`src/rtl/gem_kchar_tx.sv`:
```
// gem_kchar_tx
// Transmit-side frame-separator generator for one GEM optohybrid fiber.
// Once per 40 MHz frame it emits the K-character checked by the OTMB sync
// monitor. Normal frames rotate BC -> F7 -> FB -> FD. Marker frames override
// the rotation: 1C for BC0, FC for cluster overflow and 3C for resync.
// The block also keeps the BX counter, checks BC0 alignment and can corrupt
// one separator on request, so that the sync monitor can be exercised.
//
// Ports:
//   clock         40 MHz frame clock
//   global_reset  synchronous, active-high reset
//   enable        fiber transmit enable
//   ttc_resync    TTC resync pulse
//   ttc_bc0       TTC BC0 pulse (alignment check, BX counter reload)
//   overflow      more than 8 clusters this BX
//   inject_err    one-shot request to corrupt one separator
//   clr_flags     clears bc0_misalign and err_cnt
//   kchar         registered K-character of the current frame
//   is_bc0        kchar is 1C
//   is_resync     kchar is 3C
//   is_ovf        kchar is FC
//   bx_cnt        BX number of the current frame
//   sync_done     high while in RUN
//   bc0_misalign  sticky: ttc_bc0 seen while bx_cnt != BX_MAX
//   err_cnt       number of injected errors, saturating at 255
module gem_kchar_tx #(
    parameter int          BX_MAX     = 3563,
    parameter int          RESYNC_LEN = 1,
    // Must differ from BC/F7/FB/FD and from the marker characters.
    parameter logic [7:0]  ERR_KCHAR  = 8'hDC
) (
    input  logic        clock,
    input  logic        global_reset,
    input  logic        enable,
    input  logic        ttc_resync,
    input  logic        ttc_bc0,
    input  logic        overflow,
    input  logic        inject_err,
    input  logic        clr_flags,
    output logic [7:0]  kchar,
    output logic        is_bc0,
    output logic        is_resync,
    output logic        is_ovf,
    output logic [11:0] bx_cnt,
    output logic        sync_done,
    output logic        bc0_misalign,
    output logic [7:0]  err_cnt
);

    localparam logic [11:0] BX_LAST = 12'(BX_MAX);
    localparam logic [3:0]  RS_LEN  = 4'(RESYNC_LEN);

    localparam logic [7:0] K_BC0    = 8'h1C;
    localparam logic [7:0] K_RESYNC = 8'h3C;
    localparam logic [7:0] K_OVF    = 8'hFC;

    typedef enum logic [1:0] {
        IDLE   = 2'd0,
        RESYNC = 2'd1,
        RUN    = 2'd2
    } state_t;

    state_t      state_q, state_d;
    logic [1:0]  ptr_q, ptr_d;
    logic [3:0]  rcnt_q, rcnt_d;
    logic        pend_q, pend_d;
    logic [11:0] bx_q, bx_d;
    logic [7:0]  kchar_q, kchar_d;
    logic        sync_q, sync_d;
    logic        mis_q, mis_d;
    logic [7:0]  err_q, err_d;

    logic [11:0] bx_nxt;
    logic [1:0]  ptr_nxt;
    logic        consume;
    logic        mis_set;

    function automatic logic [7:0] rot_kchar(input logic [1:0] p);
        case (p)
            2'd0:    rot_kchar = 8'hBC;
            2'd1:    rot_kchar = 8'hF7;
            2'd2:    rot_kchar = 8'hFB;
            default: rot_kchar = 8'hFD;
        endcase
    endfunction

    always_comb begin
        state_d = state_q;
        ptr_d   = ptr_q;
        rcnt_d  = rcnt_q;
        bx_d    = bx_q;
        kchar_d = 8'h00;
        consume = 1'b0;
        mis_set = 1'b0;

        // BC0 reloads the counter; otherwise it wraps BX_MAX -> 0.
        if (ttc_bc0) begin
            bx_nxt = 12'd0;
        end else if (bx_q == BX_LAST) begin
            bx_nxt = 12'd0;
        end else begin
            bx_nxt = bx_q + 12'd1;
        end
        ptr_nxt = ptr_q + 2'd1;

        case (state_q)
            IDLE: begin
                bx_d   = 12'd0;
                ptr_d  = 2'd0;
                rcnt_d = 4'd0;
                if (enable && ttc_resync) begin
                    state_d = RESYNC;
                    rcnt_d  = 4'd1;
                    kchar_d = K_RESYNC;
                end
            end
            RESYNC: begin
                bx_d  = 12'd0;
                ptr_d = 2'd0;
                if (ttc_resync) begin
                    // A fresh resync restarts the 3C burst.
                    rcnt_d  = 4'd1;
                    kchar_d = K_RESYNC;
                end else if (rcnt_q == RS_LEN) begin
                    // First RUN frame is BX 0, so it always carries the BC0 marker.
                    state_d = RUN;
                    rcnt_d  = 4'd0;
                    kchar_d = K_BC0;
                end else begin
                    rcnt_d  = rcnt_q + 4'd1;
                    kchar_d = K_RESYNC;
                end
            end
            RUN: begin
                mis_set = ttc_bc0 && (bx_q != BX_LAST);
                if (ttc_resync) begin
                    state_d = RESYNC;
                    rcnt_d  = 4'd1;
                    bx_d    = 12'd0;
                    ptr_d   = 2'd0;
                    kchar_d = K_RESYNC;
                end else if (!enable) begin
                    state_d = IDLE;
                    bx_d    = 12'd0;
                    ptr_d   = 2'd0;
                end else begin
                    // The pointer advances on every frame, markers included,
                    // so the rotation phase never slips.
                    bx_d  = bx_nxt;
                    ptr_d = ptr_nxt;
                    if (bx_nxt == 12'd0) begin
                        kchar_d = K_BC0;
                    end else if (overflow) begin
                        kchar_d = K_OVF;
                    end else if (pend_q) begin
                        kchar_d = ERR_KCHAR;
                        consume = 1'b1;
                    end else begin
                        kchar_d = rot_kchar(ptr_nxt);
                    end
                end
            end
            default: begin
                state_d = IDLE;
            end
        endcase

        sync_d = (state_d == RUN);

        // Repeated requests collapse into one; a request arriving in the
        // consuming cycle stays pending for the next plain frame.
        pend_d = (pend_q && !consume) || inject_err;

        // Set/increment takes precedence over clear.
        if (consume) begin
            err_d = (err_q == 8'hFF) ? err_q : err_q + 8'd1;
        end else if (clr_flags) begin
            err_d = 8'd0;
        end else begin
            err_d = err_q;
        end

        if (mis_set) begin
            mis_d = 1'b1;
        end else if (clr_flags) begin
            mis_d = 1'b0;
        end else begin
            mis_d = mis_q;
        end
    end

    always_ff @(posedge clock) begin
        if (global_reset) begin
            state_q <= IDLE;
            ptr_q   <= 2'd0;
            rcnt_q  <= 4'd0;
            pend_q  <= 1'b0;
            bx_q    <= 12'd0;
            kchar_q <= 8'h00;
            sync_q  <= 1'b0;
            mis_q   <= 1'b0;
            err_q   <= 8'd0;
        end else begin
            state_q <= state_d;
            ptr_q   <= ptr_d;
            rcnt_q  <= rcnt_d;
            pend_q  <= pend_d;
            bx_q    <= bx_d;
            kchar_q <= kchar_d;
            sync_q  <= sync_d;
            mis_q   <= mis_d;
            err_q   <= err_d;
        end
    end

    assign kchar        = kchar_q;
    assign is_bc0       = (kchar_q == K_BC0);
    assign is_resync    = (kchar_q == K_RESYNC);
    assign is_ovf       = (kchar_q == K_OVF);
    assign bx_cnt       = bx_q;
    assign sync_done    = sync_q;
    assign bc0_misalign = mis_q;
    assign err_cnt      = err_q;

endmodule

```
`config.mk`:
```
export PLATFORM = sky130hd
export DESIGN_NAME = gem_kchar_tx
export DESIGN_NICKNAME = d
export VERILOG_FILES = /design/src/rtl/gem_kchar_tx.sv
export SDC_FILE = /design/constraint.sdc
export NUM_CORES = 1
export LEC_CHECK = 0
export ABC_AREA = 1
export CAP_MARGIN = 40
export CORE_MARGIN = 10
export CORE_UTILIZATION = 57
export DETAILED_ROUTE_END_ITERATION = 10
export PLACE_DENSITY = 0.88
export SYNTH_ARGS = -nofsm -noshare
export SYNTH_HDL_FRONTEND = slang
export SYNTH_SLANG_ARGS = --single-unit
export TNS_END_PERCENT = 20
```
`constraint.sdc`:
```
create_clock -name clock -period 3.2 [get_ports clock]
set_input_delay 0.32 -clock clock [delete_from_list [all_inputs] [get_ports clock]]
set_output_delay 0.32 -clock clock [all_outputs]
set_load 0.02 [all_outputs]
```
==> results.cfg, run 1 <==
[outcome]
status = completed

[floorplanning]
core_region_area_sq_mm = 0.003943
rows = 23
die_h_um = 83.49
die_area_sq_mm = 0.006970
initial_core_util_pct = 58.27
io_pins = 41
die_w_um = 83.49

[worst_setup_path]
cp_top_family = simple AND/OR/NAND/NOR gates
worstSetupPathType = register to register
crit_required_ns = 3.39
cp_common_cell = nand2_1
crit_path_start_kind = register
cp.arrival_ns = 2.47
cp_slowest_cell = nor2_2
end_kind = register
critPathMaxFanout = 14
crit_buf_inv = 0
crit_path_max_incr_delay_ns = 0.42
critical_path.cell_chain = ha_1 -> nand2_1 -> nor2_1 -> nand2_1 -> nor2_2 -> nor2_2 -> o21ai_1 -> nand2_2 -> nor2_4 -> nand2_4 -> nand3_4 -> nand2_4 -> nand2_2 -> nand2_1 -> a21oi_2

[synth]
dominantRegCellSynth = dfxtp_1
synth_edf_count = 0
synth_xor_area_share_pct = 2.288
syn_inst = 323
yosysWarnings = 0
synth_top_area_share_pct = 33.99
synth_top_family_by_area = simple AND/OR/NAND/NOR gates
netlist_top_cells_count = nand2_1 (63), dfxtp_1 (39), inv_1 (35), nor2_1 (33), nand3_1 (32)
synthMuxAreaShare_pct = 0
yosysTopAreaCell = dfxtp_1
synth.area.top_cells = dfxtp_1 (34%), nand2_1 (10%), nand3_1 (7.0%)
syn_avg_cell_area_sq_um = 7.112
ys_seq_elements = 39
yosys.area_share.simple_pct = 35.40
synth.yosys.seq_area_share_pct = 33.99
synth_compound_area_share_pct = 13.89
async_reset_ff_share_pct = 0
syn_nets = 343
netlist_area_sq_mm = 0.002297
synthAdderAreaFrac_pct = 6.536
ys_types = 38
synth_most_common_cell = nand2_1

[finish]
layout-drive-gt1-share_pct = 9.836
fillers = 314
synthToLayoutAreaGrowth_pct = 24.02
num-nets-final = 385
antenna_cells = 0
final_util_pct = 72.26
layoutNonFillerInstCount = 416

[timing]
rsz0062_at_grt = false
tightest_slew_ns = 0.5966
max_slew_margin_pct = 60.23
drv_slew = 0
period_needed_ns = 2.280
fin_tns_setup_ns = 0
fin_skew_ns = 0.008151
fmax_mhz = 438.6
hold_slack_ns = 0.4616
hold_viol_final = 0
period_share_pct = 71.24
finalSetupViolCount = 0

[grt]
antenna_found_initial = 0
grt_first_pass_wirelength_um = 9618
grt_pass1_vias = 2123
grt_max_degree = 26
overflow = 0
grt_usage_pct = 16.12

[drt]
routed_wl_um = 5513
num_vias = 2288
drt_pass1_iterations = 5
wl_per_cell_um = 13.25
drt_iter0_drc = 169
drc_errors = 0
ant_nets = 0
viasPerCell = 5.500

[power]
irDropWorstVdd_v = 0.0003017
p_leak_nw = 1.079
p_per_area_mw_per_mm2 = 347.9

[placement]
portBuffers = 40
hpwl_um = 4185
dp_cells = 408
place_congestion = 0.8883

[cts]
numCtsBuffers = 5
cts_sinks = 39
clk_path_buf_depth = 2
hold_buffers = 0
cts_tree = yes
cts_resized = 0
path_clk_slew_ns = 0.08
htree_levels = 2
worst_skew_pair.late_latency_ns = 0.30
cts_root_buffer = clkbuf_8
post_cts_buffers = 0

[min_path]
hold_path.class = register to register

[job]
maxCapViolations = 0
-- sequential cells by signal, summed over array words and instances, names as in the netlist --
signal	cells
kchar	8
state_q	2
rcnt_q	4
bc0_misalign	1
err_cnt	8
bx_cnt	12
pend_q	1
ptr_q	2
sync_done	1
-- cell type report --
type | count | area, sq um | area share (%)
clock inverters | 3 | 43.79 | 1.537
clock buffers | 5 | 68.82 | 2.415
well taps | 50 | 62.56 | 2.196
multi-input cells | 238 | 1335 | 46.86
repair buffers | 41 | 407.9 | 14.32
flip-flops and latches | 39 | 780.7 | 27.40
inverters | 40 | 150.1 | 5.270
-- cell families (layout without fill, tap and decap cells) --
family	after synthesis	count (layout)
AOI/OAI and AO/OA	56	56
adders and majority gates	12	12
xor gates and xnor gates	6	6
DFF	39	39
and+or+nand+nor	164	164
buffers and inverters	46	89
-- worst reg2reg max path: stages, from the launching register on --
cell and delay [ns]:
dfxtp_1 0.38, ha_1 0.25, nand2_1 0.07, nor2_1 0.04, nand2_1 0.08, nor2_2 0.05, nor2_2 0.42, o21ai_1 0.19
nand2_2 0.13, nor2_4 0.04, nand2_4 0.10, nand3_4 0.11, nand2_4 0.13, nand2_2 0.07, nand2_1 0.08, a21oi_2 0.05
-- metrics by stage --
step,instance area [sq um],setup WS [ns],total power [W]
final,2849,0.9203,0.0009912
after global routing,2849,0.7123,0.001030
after CTS,2849,0.9284,0.0009965
after detailed placement,2736,0.9031,0.0005845
after global placement,2736,0.9679,0.0005823
after floorplan,2297,1.225,0.0005548
-- where the power goes --
part / internal [W] / leakage, nW / total (W) / switching (W)
sequential: 0.000492 / 0.315 / 0.000497 / 0.00000568
clock: 0.000232 / 0.0581 / 0.000417 / 0.000185
combinational: 0.0000293 / 0.706 / 0.0000766 / 0.0000473
total: 0.000753 / 1.08 / 0.000991 / 0.000238
-- worst paths after layout --
check / from / end / slack [ns] / cells after the start
min reg2reg: bc0_misalign$_SDFFE_PP0P_ / bc0_misalign$_SDFFE_PP0P_ / 0.46 / 2
min: bc0_misalign$_SDFFE_PP0P_ / bc0_misalign$_SDFFE_PP0P_ / 0.46 / 2
max reg2reg: bx_cnt[0]$_SDFFE_PP0P_ / err_cnt[7]$_SDFFE_PP0P_ / 0.92 / 15
max: bx_cnt[0]$_SDFFE_PP0P_ / err_cnt[7]$_SDFFE_PP0P_ / 0.92 / 15
-- cell usage in the layout, fill, tap and decap left out, types with 2 or more instances in the layout --
master	synthesis	layout
a211oi_1	4	4
a21oi_1	30	30
a21oi_2	2	2
a311oi_1	2	2
clkbuf_8	0	5
clkdlybuf4s50_1	0	40
dfxtp_1	39	39
ha_1	12	12
inv_1	35	35
inv_2	4	4
nand2_1	63	63
nand2_2	4	4
nand2_4	2	2
nand3_1	32	32
nand3_2	2	2
nand3b_1	3	3
nand4_1	5	5
nor2_1	33	33
nor2_2	4	4
nor2_4	3	3
nor3_1	3	3
nor3_2	2	2
nor4_1	3	3
o21ai_0	12	12
o21bai_1	2	2
xor2_1	5	5
-- per-layer routing --
metal | wire length, um | part of all wire [%] | up-vias | track usage [%]
li1 | - | - | 1150 | -
met1 | 2384 | 43 | 1062 | 17.70
met2 | 2631 | 48 | 60 | 26.90
met3 | 331 | 6.0 | 16 | 5.762
met4 | 165 | 3.0 | 0 | 7.915
met5 | 0 | 0 | - | 0
Power figures use the tool's default switching activity.
==> run 2, diff against run 1 <==
- CORE_UTILIZATION: 57 -> 53
- PLACE_DENSITY: 0.88 -> 0.82
- clock period: 3.2 -> 2.2 ns (I/O delays scaled with it)
==> run 2 against run 1 <==
  * Cell count increased by 2.2%
  * Hold slack better by 0.0052 ns
  * Final area is 2.8% higher
  * Critical path type unchanged
==> results.cfg, run 2 (synthesis gave the netlist of run 1 again) <==
[outcome]
status = completed

[cts]
worst_skew_pair.late_latency_ns = 0.30
path_clk_slew_ns = 0.08
cts_tree = yes
cts_sinks = 39
htree_levels = 2
numCtsBuffers = 5
hold_buffers = 0
cts_root_buffer = clkbuf_8
clk_path_buf_depth = 2

[timing]
hold_viol_final = 0
period_share_pct = 93.71
period_needed_ns = 2.062
finalSetupViolCount = 0
max_slew_margin_pct = 73.07
drv_slew = 0
tightest_slew_ns = 0.4024
fmax_mhz = 485.0
fin_skew_ns = 0.008264

[power]
combPwrFrac_pct = 8.2
swShare_pct = 23.85
p_leak_nw = 1.127
pwr-share-clk_pct = 41.8
p_per_area_mw_per_mm2 = 493.4
seqPwrFrac_pct = 50.0
p_total_w = 0.001445
p_int_w = 0.001100
irDropWorstVdd_v = 0.0004437
power_switching_w = 0.0003446

[job]
maxCapViolations = 0

[floorplanning]
rows = 23
core_region_area_sq_mm = 0.004086
io_pins = 41
initial_core_util_pct = 56.22
die_area_sq_mm = 0.007368
die_h_um = 85.84
die_w_um = 85.84

[finish]
final_util_pct = 71.65
mostFrequentLayoutCells = nand2_1 (63), clkdlybuf4s50_1 (40), dfxtp_1 (38)
layout_commonest_cell = nand2_1
layoutNonFillerInstCount = 425
synthToLayoutAreaGrowth_pct = 27.45
largest_reg_flops = 12
antenna_cells = 0
layout-drive-gt1-share_pct = 12.27
num-nets-final = 394

[grt]
grt_max_degree = 25
overflow = 0
antenna_found_initial = 0
grt_first_pass_wirelength_um = 9818
grt_pass1_vias = 2138
grt_usage_pct = 15.72

[drt]
drt_pass1_iterations = 4
routed_wl_um = 5769
num_vias = 2282
viasPerCell = 5.369
ant_nets = 0
wl_per_cell_um = 13.57
drt_iter0_drc = 148
drc_errors = 0

[min_path]
min_to = rcnt_q[3]$_SDFFE_PP0P_
hold_path.class = register to register
min_from = rcnt_q[3]$_SDFFE_PP0P_
hold_depth = 1

[worst_setup_path]
timing.rr.start = bx_cnt[0]$_SDFFE_PP0P_
cp.arrival_ns = 2.30
crit_required_ns = 2.44
rrSetupSlack_ns = 0.14
critical_path.cell_chain = ha_1 -> nand2_1 -> nor2_1 -> nand2_1 -> nor2_4 -> nor2_4 -> buf_4 -> nand3_2 -> nand2_2 -> nor2_4 -> nand2_4 -> nand3_4 -> nand2_4 -> nand3_1 -> a21oi_2
reg2reg_depth = 15
reg2reg_to = err_cnt[7]$_SDFFE_PP0P_
critPathMaxFanout = 10
crit_path_max_incr_delay_ns = 0.32
cp_common_cell = nor2_4
critPathLaunch = bx_cnt[0]$_SDFFE_PP0P_
end_kind = register
crit_path_start_kind = register
cp_slowest_cell = dfxtp_1
worstSetupPathType = register to register

[placement]
dp_cells = 413
place_congestion = 0.8979
hpwl_um = 4338
portBuffers = 40
-- run 2: cell types whose count changed in the layout (fill, tap and decap cells not counted) --
| cell | delta |
|---|---|
| buf_4 | +9 |
| dfxtp_1 | -1 |
| nor2_4 | +2 |
| dfxtp_2 | +1 |
| nor2_2 | -2 |
-- run 2: power groups by stage --
| stage | Clock (W) | Combinational [W] | Sequential, W |
|---|---|---|---|
| 2_1_floorplan | 0 | 0.0000616 | 0.000745 |
| 3_3_place_gp | 0 | 0.000109 | 0.000739 |
| 3_5_place_dp | 0 | 0.000110 | 0.000740 |
| 4_1_cts | 0.000613 | 0.000112 | 0.000723 |
| 5_1_grt | 0.000636 | 0.000131 | 0.000724 |
| 6_report | 0.000604 | 0.000118 | 0.000723 |
-- run 2: stage by stage --
stage / instance area, sq um / hold WS (ns) / setup WS (ns) / setup TNS (ns)
global placement: 2774 / 0.4486 / 0.03365 / 0
global route: 2928 / 0.4993 / -0.001802 / -0.001802
floorplan: 2297 / 0.3374 / 0.2253 / 0
CTS: 2892 / 0.4721 / 0.1407 / 0
finish: 2928 / 0.4668 / 0.1383 / 0
detailed placement: 2774 / 0.4614 / -0.02115 / -0.02205
-- run 2: repair_timing --
item / 4_1_cts / 5_1_grt
setup buffers: 0 / 4
pin swaps: 0 / 1
gates resized for setup: 1 / 2
setup endpoints to repair: 4 / 7
-- run 2: cell type report --
| cell class | count | area [sq um] |
|---|---|---|
| multi-input cells | 238 | 1345 |
| fillers | 342 | 1159 |
| flip-flops and latches | 39 | 782.0 |
| repair buffers | 50 | 475.5 |
| inverters | 40 | 150.1 |
| clock buffers | 5 | 68.82 |
| well taps | 50 | 62.56 |
| clock inverters | 3 | 43.79 |
-- run 2: worst max-delay path by stage --
stage          cells past startpoint                       to  slack, ns
5_1_grt                           15  err_cnt[7]$_SDFFE_PP0P_     -0.002
2_1_floorplan                     16  err_cnt[5]$_SDFFE_PP0P_       0.23
4_1_cts                           14  err_cnt[7]$_SDFFE_PP0P_       0.14
6_report                          15  err_cnt[7]$_SDFFE_PP0P_       0.14
3_3_place_gp                      15  err_cnt[5]$_SDFFE_PP0P_       0.03
3_5_place_dp                      15  err_cnt[7]$_SDFFE_PP0P_      -0.02
-- run 2: critical path, delay by kind of cell (launching register included) --
kind,cells,cell delay (ns)
buffers and inverters,1,0.16
AND/OR/NAND/NOR,12,1.15
adder cells (fa/ha/maj),1,0.24
AO/OA/AOI/OAI,1,0.15
flip-flops,1,0.32
-- run 2: per-layer routing --
layer  GRT usage (%)  part of all wire (%)
met5               0                     0
met2           26.63                    50
met3           4.447                   4.6
met4           4.641                   1.1
met1           18.77                    44
==> run 3, diff against run 2 <==
- PLACE_DENSITY: 0.82 -> 0.84
==> run 3 against run 2 <==
  * Non-clock buffer count is 1 lower
  * Combinational power is 3% lower
  * Power is 0.26% lower
  * Sequential power hardly changed
  * Flip-flop and latch count stayed put
  * First-iteration DRC count is 58% higher
  * Clock power hardly changed
  * Register-to-register slack hardly changed
  * Sequential share of layout area hardly changed
  * Clock skew is 0.0026 ns lower
  * Critical endpoint unchanged
  * Largest cell class unchanged
==> results.cfg, run 3 (synthesis gave the netlist of run 1 again) <==
[worst_setup_path]
crit_path_max_incr_delay_ns = 0.33
crit_path_start_kind = register
worstSetupPathType = register to register
crit_required_ns = 2.38
rrSetupSlack_ns = 0.14
cp.arrival_ns = 2.24
critPathMaxFanout = 14
critical_path.cell_chain = ha_2 -> nand2_1 -> nor2_1 -> nand2_1 -> nor2_4 -> nor2_4 -> o21ai_0 -> nand2_1 -> nor2_4 -> nand2_4 -> nand3_4 -> nand2_4 -> nand2_2 -> nand2_1 -> a21oi_2
reg2reg_depth = 15
reg2reg_to = err_cnt[7]$_SDFFE_PP0P_
critPathLaunch = bx_cnt[0]$_SDFFE_PP0P_
end_kind = register
cp_slowest_cell = dfxtp_2
worstSetupEndpoint = err_cnt[7]$_SDFFE_PP0P_
timing.rr.start = bx_cnt[0]$_SDFFE_PP0P_
cp_common_cell = nand2_1

[placement]
dp_cells = 416
place_congestion = 0.9009
portBuffers = 40
hpwl_um = 4457

[floorplanning]
die_w_um = 85.84
initial_core_util_pct = 56.22
die_h_um = 85.84
rows = 23
die_area_sq_mm = 0.007368
core_region_area_sq_mm = 0.004086
io_pins = 41

[grt]
grt_usage_pct = 16.40
overflow = 0
grt_max_degree = 25
grt_first_pass_wirelength_um = 10200
antenna_found_initial = 0
grt_pass1_vias = 2303

[cts]
htree_levels = 2
cts_sinks = 39
worst_skew_pair.late_latency_ns = 0.30
clk_path_buf_depth = 2
cts_root_buffer = clkbuf_8
cts_tree = yes
numCtsBuffers = 5
path_clk_slew_ns = 0.08
hold_buffers = 0

[job]
maxCapViolations = 0

[timing]
fmax_mhz = 485.2
drv_slew = 0
period_share_pct = 93.69
hold_viol_final = 0
period_needed_ns = 2.061
max_slew_margin_pct = 72.19
fin_skew_ns = 0.005661
rsz0062_at_grt = false
tightest_slew_ns = 0.4157
finalSetupViolCount = 0
fin_tns_setup_ns = 0

[finish]
mostFrequentLayoutCells = nand2_1 (61), clkdlybuf4s50_1 (40), inv_1 (35)
antenna_cells = 0
num-nets-final = 393
layout_commonest_cell = nand2_1
layout-drive-gt1-share_pct = 14.44
largest_reg_flops = 12
layoutNonFillerInstCount = 424
synthToLayoutAreaGrowth_pct = 28.49

[drt]
drt_pass1_iterations = 5
routed_wl_um = 6023
viasPerCell = 5.505
wl_per_cell_um = 14.21
drt_iter0_drc = 234
drc_errors = 0
ant_nets = 0
num_vias = 2334

[outcome]
status = completed

[power]
p_per_area_mw_per_mm2 = 488.2
p_leak_nw = 1.123
irDropWorstVdd_v = 0.0004299
p_total_w = 0.001441

[min_path]
hold_path.class = register to register
[run 3: changes by cell type in the layout (fill, tap and decap cells not counted)]
cell	change
dfxtp_2	+5
buf_4	-1
dfxtp_1	-5
nand2_2	+2
ha_1	-2
ha_4	+1
nor2_4	+1
nand2_1	-2
nor2_2	-1
ha_2	+1
[run 3: what timing repair did]
item                       in CTS  in global routing
buffers inserted                0                  1
hold endpoints to repair        0                  0
setup endpoints to repair       0                  3
resized for setup               0                 14
[run 3: final cells by class]
class	instances	area, sq um
multi-input combinational	238	1370
fill	335	1135
sequential	39	788.3
timing repair buffer	49	467.9
inverter	40	150.1
clock buffer	5	68.82
tap	50	62.56
clock inverter	3	43.79
[run 3: per-stage QoR]
step	hold slack (ns)	cell area [sq um]	worst slack, ns	util [%]
after floorplan	0.3374	2297	0.2253	-
after global placement	0.4507	2796	0.2814	68.43
after detailed placement	0.4555	2796	0.1916	68.43
after CTS	0.4668	2909	0.1260	71.19
after global routing	0.5204	2952	0.0007117	72.23
final	0.4646	2952	0.1389	72.23
[run 3: metal layers]
layer | up-vias | track usage, % | wire length (um)
li1 | 1168 | - | -
met2 | 79 | 29.09 | 3047
met3 | 15 | 5.014 | 411
met4 | 0 | 6.437 | 104
met5 | - | 0 | 0
met1 | 1072 | 17.72 | 2459
[run 3: worst min path at each step]
stage	start	end	slack, ns	depth (start not counted)
2_1_floorplan	inject_err	pend_q$_SDFF_PP0_	0.34	2
5_1_grt	rcnt_q[3]$_SDFFE_PP0P_	rcnt_q[3]$_SDFFE_PP0P_	0.52	1
3_5_place_dp	rcnt_q[3]$_SDFFE_PP0P_	rcnt_q[3]$_SDFFE_PP0P_	0.46	1
3_3_place_gp	rcnt_q[3]$_SDFFE_PP0P_	rcnt_q[3]$_SDFFE_PP0P_	0.45	1
6_report	rcnt_q[3]$_SDFFE_PP0P_	rcnt_q[3]$_SDFFE_PP0P_	0.46	1
4_1_cts	rcnt_q[3]$_SDFFE_PP0P_	rcnt_q[3]$_SDFFE_PP0P_	0.47	1
[run 3: worst max-delay path, delay by kind of cell, from the launching register on]
| family | cells | cell delay [ns] |
|---|---|---|
| simple gates | 12 | 1.21 |
| fa+ha+maj | 1 | 0.19 |
| flops | 1 | 0.33 |
| compound gates | 2 | 0.21 |
[run 3: report_power, final]
group          internal (W)  switching [W]
registers          0.000715     0.00000812
logic             0.0000428      0.0000709
clock network      0.000338       0.000266
total               0.00110       0.000345
==> RTL edit (settings of run 3) <==
Set the parameter `ERR_KCHAR` to 8'hA5 (it was 8'hDC).
--- a/src/rtl/gem_kchar_tx.sv
+++ b/src/rtl/gem_kchar_tx.sv
@@ -27,7 +27,7 @@
     parameter int          BX_MAX     = 3563,
     parameter int          RESYNC_LEN = 1,
     // Must differ from BC/F7/FB/FD and from the marker characters.
-    parameter logic [7:0]  ERR_KCHAR  = 8'hDC
+    parameter logic [7:0]  ERR_KCHAR  = 8'hA5
 ) (
     input  logic        clock,
     input  logic        global_reset,
Formal check against the unedited RTL: not equivalent (a bounded check fails within 4 cycles, from zero or initial values and one cycle with global_reset high).
==> RTL edit against run 3 <==
Cell area grew 3.3%. Clock skew grew 1.9 ps. Sequential share of layout area shrank 0.76 points. Global-route usage is essentially flat. Total power grew 9.7%. Utilization shrank 1.7 points. First-iteration DRC count shrank 54%. Critical path depth is the same. Clock power grew 16%. Synthesized cell count grew 7.1%. Sequential cell count is the same. Routed wire length grew 1.3%. Area after synthesis grew 2.8%. Worst setup slack gained 9.4 ps. Critical endpoint unchanged. Largest power group unchanged.
==> RTL edit: results (changes against run 3) <==
clock buffer count from CTS 5 (unchanged); top cells by count, synth nand2_1, nor2_1, dfxtp_1, inv_1, nand3_1 (was nand2_1, dfxtp_1, inv_1, nor2_1, nand3_1); post-synthesis sequential area ratio 33.1% (was 34.0%); placed inst area 0.00289 mm² (was 0.00280 mm²); hold depth 1 (unchanged); DR vias 2402 (was 2334); Wirelength per Cell 13.5 µm (was 14.2 µm); P_seq 730 µW (was 723 µW); Cells after Synth 346 (was 323); reg2reg path depth 15 (unchanged); clk tree area frac 4.35% (was 3.82%); Plain + repair buffers 53 (was 49); leakage 0.00126 µW (was 0.00112 µW); slowest CP cell dfxtp_2 (unchanged); Finished Layout Cells 453 (was 424); initial DRC count 107 (was 234); Layout non-clock buf frac 16.3% (was 15.9%); pwr dens 519 mW/mm² (was 488 mW/mm²); HPWL after detailed placement 4.61 mm (was 4.46 mm); overall routing resource usage 16.4% (about the same); layout cells sized above 1 12.0% (was 14.4%); syn nets 367 (was 343); IO Port Bufs 40 (unchanged); worst hold slack 470 ps (was 465 ps); Inst Count DP 444 (was 416); Yosys cell types 35 (was 38); # rows 24 (was 23); worst vdd ir 0.443 mV (was 0.430 mV); Comb. pwr 148 µW (was 114 µW); #MultiIn Comb 259 (was 238); Fill cells 363 (was 335); worst reg2reg startpoint bx_cnt[0] (unchanged); Hold Crit Start rcnt_q[3] (unchanged); Routed Antenna Nets 0 (unchanged); largest net degree at the start of global routing 16 (was 25); Post-Synth Adder-Cell Area 6.89% (was 6.54%); Synth Area in XOR/XNOR 2.22% (was 2.29%); Fin Clk Skew 7.52 ps (was 5.66 ps); Slew @ Worst Pin 373 ps (was 416 ps); global-route wire length before repair 10.3 mm (was 10.2 mm); top cells by area, synth dfxtp_1, nand2_1, nor2_1 (was dfxtp_1, nand2_1, nand3_1); initial antenna violation count 0 (unchanged); max reg flops 12 (unchanged); Post-Place Worst Slack 62.6 ps (was 192 ps); post-synthesis compound-gate area fraction 12.1% (was 13.9%); slowest stage delay, CP 340 ps; outcome finished clean (unchanged); Routability Congestion 0.931 (was 0.901); number of nets in the final layout 421 (was 393); switch share 22.1% (was 24.0%); layout clock buffer count 6 (was 5); crit path max fanout 10 (was 14); multi-input gate share of total cell area 46.1% (was 46.4%); inverters 42 (was 40); Power Total 1580 µW (was 1440 µW); DRT Pass-1 Iters 4 (was 5); vias in the first global route 2276 (was 2303); Seq area share 25.9% (was 26.7%)
RTL edit: metal layers:
metal / global-route usage [%] / wire length [µm]
met5: 0 / 0
met4: 7.07 / 111
met3: 5.53 / 441
met2: 25.8 / 2920
met1: 19.7 / 2630
RTL edit: cells by family (layout without fill, tap and decap cells):
kind of cell | count (synthesis) | count (layout)
simple gates | 190 | 190
fa+ha+maj | 13 | 13
flops | 39 | 39
buf+inv | 48 | 103
xor+xnor | 6 | 6
compound gates | 50 | 50
RTL edit: how the worst max path moves through the flow:
stage / from / endpoint / slack (ps) / depth (start not counted)
3_5_place_dp: ttc_bc0 / kchar[0] / 60 / 10
3_3_place_gp: ttc_bc0 / err_cnt[2] / 130 / 11
2_1_floorplan: bx_cnt[0] / err_cnt[2] / 150 / 17
4_1_cts: bx_cnt[0] / kchar[0] / 40 / 14
6_report: bx_cnt[0] / err_cnt[7] / 150 / 15
5_1_grt: bx_cnt[0] / err_cnt[7] / -20 / 15
